==> src/rtl/cov_stream.sv <==
// Streaming 3-axis mean/covariance over N = 2^LOG2N points: buffer points, register means,
// accumulate centred products one point per cycle, then scale by 1/N. Results held until out_ready.
module cov_stream #(
  parameter int DW    = 10,
  parameter int LOG2N = 4
) (
  input  logic                          clk,
  input  logic                          rst,
  input  logic                          start,
  input  logic                          in_valid,
  output logic                          in_ready,
  input  logic signed [DW-1:0]          data_in_x,
  input  logic signed [DW-1:0]          data_in_y,
  input  logic signed [DW-1:0]          data_in_z,
  output logic                          out_valid,
  input  logic                          out_ready,
  output logic signed [DW+LOG2N-1:0]    mean_x,
  output logic signed [DW+LOG2N-1:0]    mean_y,
  output logic signed [DW+LOG2N-1:0]    mean_z,
  output logic signed [2*DW+1:0]        covXX,
  output logic signed [2*DW+1:0]        covXY,
  output logic signed [2*DW+1:0]        covXZ,
  output logic signed [2*DW+1:0]        covYY,
  output logic signed [2*DW+1:0]        covYZ,
  output logic signed [2*DW+1:0]        covZZ,
  output logic                          busy
);

  localparam int N  = 1 << LOG2N;
  localparam int SW = DW + LOG2N;
  localparam int OW = 2 * DW + 2;
  localparam int AW = OW + LOG2N;
  localparam logic [LOG2N-1:0] CNT_LAST = LOG2N'(N - 1);

  typedef enum logic [2:0] {
    S_IDLE, S_LOAD, S_MEAN, S_ACC, S_SCALE, S_DONE
  } state_t;

  state_t                r_state;
  state_t                w_next;
  logic [LOG2N-1:0]      r_cnt;
  logic signed [SW-1:0]  r_sum  [3];
  logic signed [SW-1:0]  r_mean [3];
  logic signed [AW-1:0]  r_acc  [6];
  logic signed [OW-1:0]  r_cov  [6];
  logic signed [DW-1:0]  r_buf  [3][N];
  logic signed [DW-1:0]  w_in   [3];
  logic signed [AW-1:0]  w_d    [3];
  logic signed [AW-1:0]  w_p    [6];

  assign w_in[0] = data_in_x;
  assign w_in[1] = data_in_y;
  assign w_in[2] = data_in_z;

  always_comb begin
    w_next    = r_state;
    in_ready  = 1'b0;
    out_valid = 1'b0;
    busy      = (r_state != S_IDLE);
    case (r_state)
      S_IDLE:  if (start) w_next = S_LOAD;
      S_LOAD: begin
        in_ready = 1'b1;
        if (in_valid && r_cnt == CNT_LAST) w_next = S_MEAN;
      end
      S_MEAN:  w_next = S_ACC;
      S_ACC:   if (r_cnt == CNT_LAST) w_next = S_SCALE;
      S_SCALE: w_next = S_DONE;
      S_DONE: begin
        out_valid = 1'b1;
        if (out_ready) w_next = S_IDLE;
      end
      default: w_next = S_IDLE;
    endcase
  end

  // Differences are formed at accumulator width: |p - mean| <= 2^DW, so each product fits in AW bits.
  always_comb begin
    for (int a = 0; a < 3; a++) begin
      w_d[a] = {{(AW-DW){r_buf[a][r_cnt][DW-1]}}, r_buf[a][r_cnt]}
             - {{(AW-SW){r_mean[a][SW-1]}}, r_mean[a]};
    end
    w_p[0] = w_d[0] * w_d[0];
    w_p[1] = w_d[0] * w_d[1];
    w_p[2] = w_d[0] * w_d[2];
    w_p[3] = w_d[1] * w_d[1];
    w_p[4] = w_d[1] * w_d[2];
    w_p[5] = w_d[2] * w_d[2];
  end

  always_ff @(posedge clk) begin
    if (r_state == S_LOAD && in_valid) begin
      for (int a = 0; a < 3; a++) r_buf[a][r_cnt] <= w_in[a];
    end
  end

  always_ff @(posedge clk or negedge rst) begin
    if (!rst) begin
      r_state <= S_IDLE;
      r_cnt   <= '0;
      for (int a = 0; a < 3; a++) begin
        r_sum[a]  <= '0;
        r_mean[a] <= '0;
      end
      for (int k = 0; k < 6; k++) begin
        r_acc[k] <= '0;
        r_cov[k] <= '0;
      end
    end else begin
      r_state <= w_next;
      case (r_state)
        S_IDLE: begin
          if (start) begin
            r_cnt <= '0;
            for (int a = 0; a < 3; a++) r_sum[a] <= '0;
            for (int k = 0; k < 6; k++) r_acc[k] <= '0;
          end
        end
        S_LOAD: begin
          if (in_valid) begin
            r_cnt <= r_cnt + 1'b1;
            for (int a = 0; a < 3; a++)
              r_sum[a] <= r_sum[a] + {{LOG2N{w_in[a][DW-1]}}, w_in[a]};
          end
        end
        S_MEAN: begin
          r_cnt <= '0;
          for (int a = 0; a < 3; a++) r_mean[a] <= r_sum[a] >>> LOG2N;
        end
        S_ACC: begin
          r_cnt <= r_cnt + 1'b1;
          for (int k = 0; k < 6; k++) r_acc[k] <= r_acc[k] + w_p[k];
        end
        S_SCALE: begin
          for (int k = 0; k < 6; k++) r_cov[k] <= OW'(r_acc[k] >>> LOG2N);
        end
        default: ;
      endcase
    end
  end

  assign mean_x = r_mean[0];
  assign mean_y = r_mean[1];
  assign mean_z = r_mean[2];
  assign covXX  = r_cov[0];
  assign covXY  = r_cov[1];
  assign covXZ  = r_cov[2];
  assign covYY  = r_cov[3];
  assign covYZ  = r_cov[4];
  assign covZZ  = r_cov[5];

endmodule

==> config.mk <==
export PLATFORM = sky130hd
export DESIGN_NAME = cov_stream
export DESIGN_NICKNAME = d
export VERILOG_FILES = /design/src/rtl/cov_stream.sv
export SDC_FILE = /design/constraint.sdc
export NUM_CORES = 2
export LEC_CHECK = 0
export ABC_AREA = 1
export BUFFER_PORTS_ARGS = -buffer_cell sky130_fd_sc_hd__buf_2
export CORE_AREA = 2 2 389 391
export CTS_CLUSTER_SIZE = 40
export DETAILED_ROUTE_END_ITERATION = 8
export DIE_AREA = 0 0 391 393
export HOLD_SLACK_MARGIN = 0.05
export PLACE_DENSITY = 0.63
export RECOVER_POWER = 100
export SLEW_MARGIN = 10
export SYNTH_ARGS = -nofsm -noshare
export SYNTH_HDL_FRONTEND = slang
export SYNTH_SLANG_ARGS = --single-unit
==> constraint.sdc <==
create_clock -name clk -period 10.4 [get_ports clk]
set_input_delay 1.04 -clock clk [delete_from_list [all_inputs] [get_ports clk]]
set_output_delay 1.04 -clock clk [all_outputs]
set_load 0.005 [all_outputs]
Yosys cells after proc, flatten, opt, wreduce, memory -nomap -nowiden
Memories as Yosys holds them, arrays and structs flattened.
Cells that the tools add are included.
Storage, ports and cells
  register bits after elaboration: 367
  memory bits (writable): 480
  input bits: 35
  output and inout port bits: 177
  memories: 1
Memory list
  r_buf: words 3, width 160, rd ports 3, clocked after memory_dff 0, write ports 3, RTL line 46  | logic signed [DW-1:0] r_buf [3][N];
Operators by class
  add/subtract/negate cells: 13
  multipliers: 6
  $lt $le $gt $ge: 2
  equal/unequal tests: 11
  muxes and demuxes: 28
  bitwise operators: 1
  reductions and logical operators: 12
Operators by type and width (count)
  case mux 156 bit (2 select lines): 1
  two-way mux 160 bit: 1
  adder 26 x 22 -> 26 bit: 6
  two-way mux 156 bit: 1
  multiplier 11 x 11 -> 22 bit: 6
  binary-select mux 10 bit (select 4 bit): 3
  two-way mux 42 bit: 2
  case mux 42 bit (2 select lines): 1
  two-way mux 10 bit: 7
  adder 14 bit: 3
  demux 10 bit (select 4 bit): 1
  subtractor 10 x 10 -> 11 bit: 3
  case mux 3 bit (6 select lines): 1
  case mux 4 bit (4 select lines): 1
  two-way mux 3 bit: 4
  != test 2 bit, second input constant: 5
  two-way mux 4 bit: 2
  equality test 3 x 2 -> 1 bit, second input constant: 2
  equality test 3 bit, second input constant: 2
  AND reduction 3 bit: 2
  >= comparator 5 bit, second input constant: 1
  < comparator 5 x 1 -> 1 bit, second input constant: 1
  inverter 4 -> 5 bit: 1
  adder 4 x 1 -> 4 bit, second input constant: 1
  other kinds (10): 15

Longest topological paths before layout
  depth after elaboration: 8
  mapped depth: 44

Worst setup path before layout
Ideal clock, no wire load.
  kind: register to register
  from: register r_cnt[0]
  to: register r_acc[40] (netlist name)
  library setup time: 126 ps
  arrival time: 7618 ps
  data required time: 10274 ps
  setup slack: 2656 ps
  stages on the path, launching flop included: 34
  buffers on the path: 4
  period minus slack after synthesis: 7744 ps
  cell sequence: dfrtp_1 buf_2 clkinv_1 buf_2 clkbuf_1 o21ai_0 o22ai_1 a21oi_1 ha_1 inv_1 fa_1 nand3_1 nand3_1 nand2_1 nand2_2 buf_2 nor2_1 fa_1 fa_1 fa_1 fa_1 inv_1 fa_1 inv_1 ha_1 nand2_1 nor2_1 nand2_1 nand2_1 inv_1 o21ai_0 nand2_1 nand2_1 o21ai_0
On the way
  longest elaborated chain between the ends: 8
  elaborated cells on any way between the ends: 12
Ends and longest elaborated chain
  start, declared: RTL line 41  | logic [LOG2N-1:0] r_cnt;
  start signal, assigned: RTL line 121  | r_cnt <= r_cnt + 1'b1;
  start signal, assigned: RTL line 131  | r_cnt <= r_cnt + 1'b1;
  inverter 4 -> 5 bit (implied by the code) (*): RTL line 80  | w_d[a] = {{(AW-DW){r_buf[a][r_cnt][DW-1]}}, r_buf[a][r_cnt]}
  binary-select mux 10 bit (select 4 bit): RTL line 80
  two-way mux 10 bit (implied by the code) (2 in series): RTL line 80
  subtractor 10 x 10 -> 11 bit: RTL line 81  | - {{(AW-SW){r_mean[a][SW-1]}}, r_mean[a]};
  multiplier 11 x 11 -> 22 bit (*): RTL line 87  | w_p[4] = w_d[1] * w_d[2];
  adder 26 x 22 -> 26 bit (*): RTL line 132  | for (int k = 0; k < 6; k++) r_acc[k] <= r_acc[k] + w_p[k];
  case mux 156 bit (2 select lines) (*): RTL line 111  | case (r_state)
  end signal, assigned by index: RTL line 106  | r_acc[k] <= '0;
  end, declared: RTL line 44  | logic signed [AW-1:0] r_acc [6];
Mark *: on every way between the ends. The rest lies on a longest branch, timed or not. The select of a mux whose other input is x is not followed.
A chain may end at the register's enable or synchronous reset.

Worst setup path after layout
  from: register r_cnt[0]
  to: register r_acc[102] (netlist name)
On the way
  longest elaborated chain between the ends: 8
  elaborated cells on any way between the ends: 12
Ends and longest elaborated chain
  inverter 4 -> 5 bit (implied by the code) (*): RTL line 80
  binary-select mux 10 bit (select 4 bit): RTL line 80
  two-way mux 10 bit (implied by the code) (2 in series): RTL line 80
  subtractor 10 x 10 -> 11 bit: RTL line 81
  multiplier 11 x 11 -> 22 bit (*): RTL line 85  | w_p[2] = w_d[0] * w_d[2];
  adder 26 x 22 -> 26 bit (*): RTL line 132
  case mux 156 bit (2 select lines) (*): RTL line 111
Marked as above.

==> results.md <==
- Core box area: approximately 150000 um2
- Reg2reg start: r_cnt[0]
- Placed Instances: around 10000
- DIE AREA: 154000 um2
- Worst-Skew Late Latency: 0.77 ns
- Gpl congestion: ~0.94
- RR Endpoint: r_acc[102]
- Post-CTS Setup Inserts: 0
- Cell variety after synth: around 50
- WS Path Type: flop to flop
- Worst Hold Class: flop to flop
- Hold Crit Endpoint: covYY[8]
- Yosys reg bits: around 850
- Pin count of the biggest net entering global routing: between 100 and 150
- CTS clk-pin slew, worst paths: approximately 0.06 ns
- Commonest cells after routing, fill and taps aside: 1708 x inv_1, 1403 x nand2_1, 894 x fa_1, 764 x nor2_1, 634 x o21ai_0
- Drt total wl: 207 mm
- Wire per inst: between 20 and 25 um
- CTS Hold Bufs: 0
- Status: complete, but fails checks
- Ant. Diodes: 0
- Worst Hold Launch: covYY[8]
- Slowest stage cell on the critical path: clkbuf_2
- Post-DRT Antenna Nets: 0
- Max incr delay on CP: 0.69 ns
- Setup TNS: 0 ns
- Mean Syn Cell Area: about 9.1 um2
- # port buffers: approximately 210
- Failing checks: capacitance limit, slew limit
- H-tree levels: 3
- Clk root buf: clkbuf_16
- DR vias: 54700
- Vias per cell: 5.37
- CP dominant cell by count: nand2_1
- R2r setup slk: a little over 0.6 ns
- Vias in the first global route: 55500
- Achievable frequency: approximately 100 MHz
- Setup crit end kind: flop
- RSZ-0062 raised after global routing: no
- First-pass GRT wire length: between 300 and 400 mm
- Initial antenna violation count: 7
- Netlist Area Pre-Place: ~73000 um2
- Post-synthesis cell count: roughly 8000
- CTS buffer count: 96
- I/O pin count: 212
- Net count, final: 9604
- Final setup violation count: 0
- Clock Tree Buf Depth: 3
- Req. time, crit path: 11.04 ns
- Area grow syn2layout: 8.76%
- Final cycle utilization of the critical path: 0.941
- FF-to-FF path depth: 33
- Skew final: 0.0956 ns
- Worst-margin pin slew: around 5.6 ns
- Reported max-cap violation count: 35
- Final Hold Vio Count: 0
- Global Route Usage Sum: 0.274
- DRC viols: 0
- CP startpoint kind: flop
- Commonest non-fill, non-tap cell in the layout: inv_1
- CP Max Fanout: 130
- CTS tree: built
- Starting DRT DRC Count: approximately 4300
- Slew HR: -2.75
- WHS Path Cells: 2
- Non-filler cells, final: 10200
- Yosys warning count: 0
- Total global routing overflow: 0
- CTS Sinks: around 850
- Hpwl dp: 151 mm
- Initial core utilization: 0.488
- Resized cells post-CTS: 0
- Register area share after synthesis: 0.324
- Net Count, Synth: ~9400
- Family with the most delay on the worst path: adder cells
- Die Wd: 391 um
- Die height: 393 um
- Layout cells sized above 1: 0.0486
- Critical path arrival: between 10 and 15 ns
- Buf/Inv on CP: 9
- Slew Limit Fails: 1243
- Cell Rows: between 100 and 150
- First-pass iteration count of the detailed router: 6
- Minimum clock period: between 9 and 10 ns
[layer usage]
metal,GRT usage,part of all wire,up-vias
li1,-,-,25300
met4,0.0744,0.027,2
met3,0.0418,0.076,321
met5,0,0.000039,-
met1,0.390,0.44,27100
met2,0.438,0.46,1985
[cells in the mapped netlist, drive strengths merged]
cell type / instances / area, um2
nand3b: 19 / 143
a21boi: 2 / 15.0
a21oi: 259 / 1310
and3: 3 / 18.8
a22o: 15 / 131
or2: 14 / 87.6
nand2: 1412 / 5320
o21bai: 26 / 195
nor2: 779 / 2950
o21ai: 637 / 3190
a31oi: 4 / 25.0
or3: 1 / 6.26
a22oi: 1 / 7.51
mux2: 33 / 372
xnor2: 44 / 427
inv: 1726 / 6480
nand4: 67 / 419
buf: 107 / 573
o22ai: 180 / 1130
nand3: 161 / 806
and2: 5 / 31.3
clkbuf: 160 / 601
dfrtp: 367 / 9180
xor2: 42 / 375
fa: 894 / 17900
nor3: 28 / 151
o21a: 6 / 45.0
edfxtp: 480 / 14400
clkinv: 4 / 15.0
a21o: 16 / 120
o211ai: 5 / 37.5
ha: 505 / 6320
[worst max path at each step]
stage	start	endpoint	slack, ns	cells after the start
global placement	r_cnt[0]	r_acc[102]	0.85	31
detailed placement	r_cnt[0]	r_acc[102]	0.95	31
global route	rst	r_cnt[0]	0.22	3
floorplan	r_cnt[0]	r_acc[40]	2.66	33
finish	r_cnt[0]	r_acc[102]	0.61	33
CTS	r_cnt[0]	r_acc[102]	0.91	31
[worst min-delay path, stage by stage, from the launching register on]
cell	delay, ns
dfrtp_1	0.34
nand2_1	0.05
o21ai_0	0.05
[flip-flops by register name, summed over array words and instances (netlist names), 22 cells and up]
signal,count
r_buf,480
r_acc,156
r_sum,42
covXX,22
covXY,22
covXZ,22
covYY,22
covYZ,22
covZZ,22
[final cells by class]
| class | count | area (um2) |
|---|---|---|
| fill | 13900 | 70100 |
| tap | 1944 | 2430 |
| sequential | 847 | 23600 |
| timing repair buffer | 337 | 1760 |
| multi-input combinational | 5158 | 41600 |
| inverter | 1730 | 6500 |
| clock inverter | 50 | 664 |
| clock buffer | 125 | 2600 |
[per-stage QoR]
| stage | cell area [um2] | hold WS [ns] | utilization | setup slack [ns] |
|---|---|---|---|---|
| global placement | 76400 | 0.463 | 0.512 | 0.847 |
| detailed placement | 76400 | 0.469 | 0.512 | 0.952 |
| floorplan | 72800 | 0.463 | - | 2.66 |
| CTS | 79600 | 0.319 | 0.534 | 0.908 |
| global route | 79200 | 0.497 | 0.530 | 0.220 |
| finish | 79200 | 0.473 | 0.530 | 0.611 |
[kinds of logic after synthesis]
kind of cell    Yosys count  synth area share
simple gates           2489             0.136
compound gates         1151            0.0852
flops                   847             0.324
fa+ha+maj              1399             0.333
mux                      33           0.00511
xor+xnor                 86            0.0110
buf+inv                1997             0.105
Power is left out: the tool's default activity adds up to more than one toggle a clock period on the data nets, which glitch-free logic cannot reach.
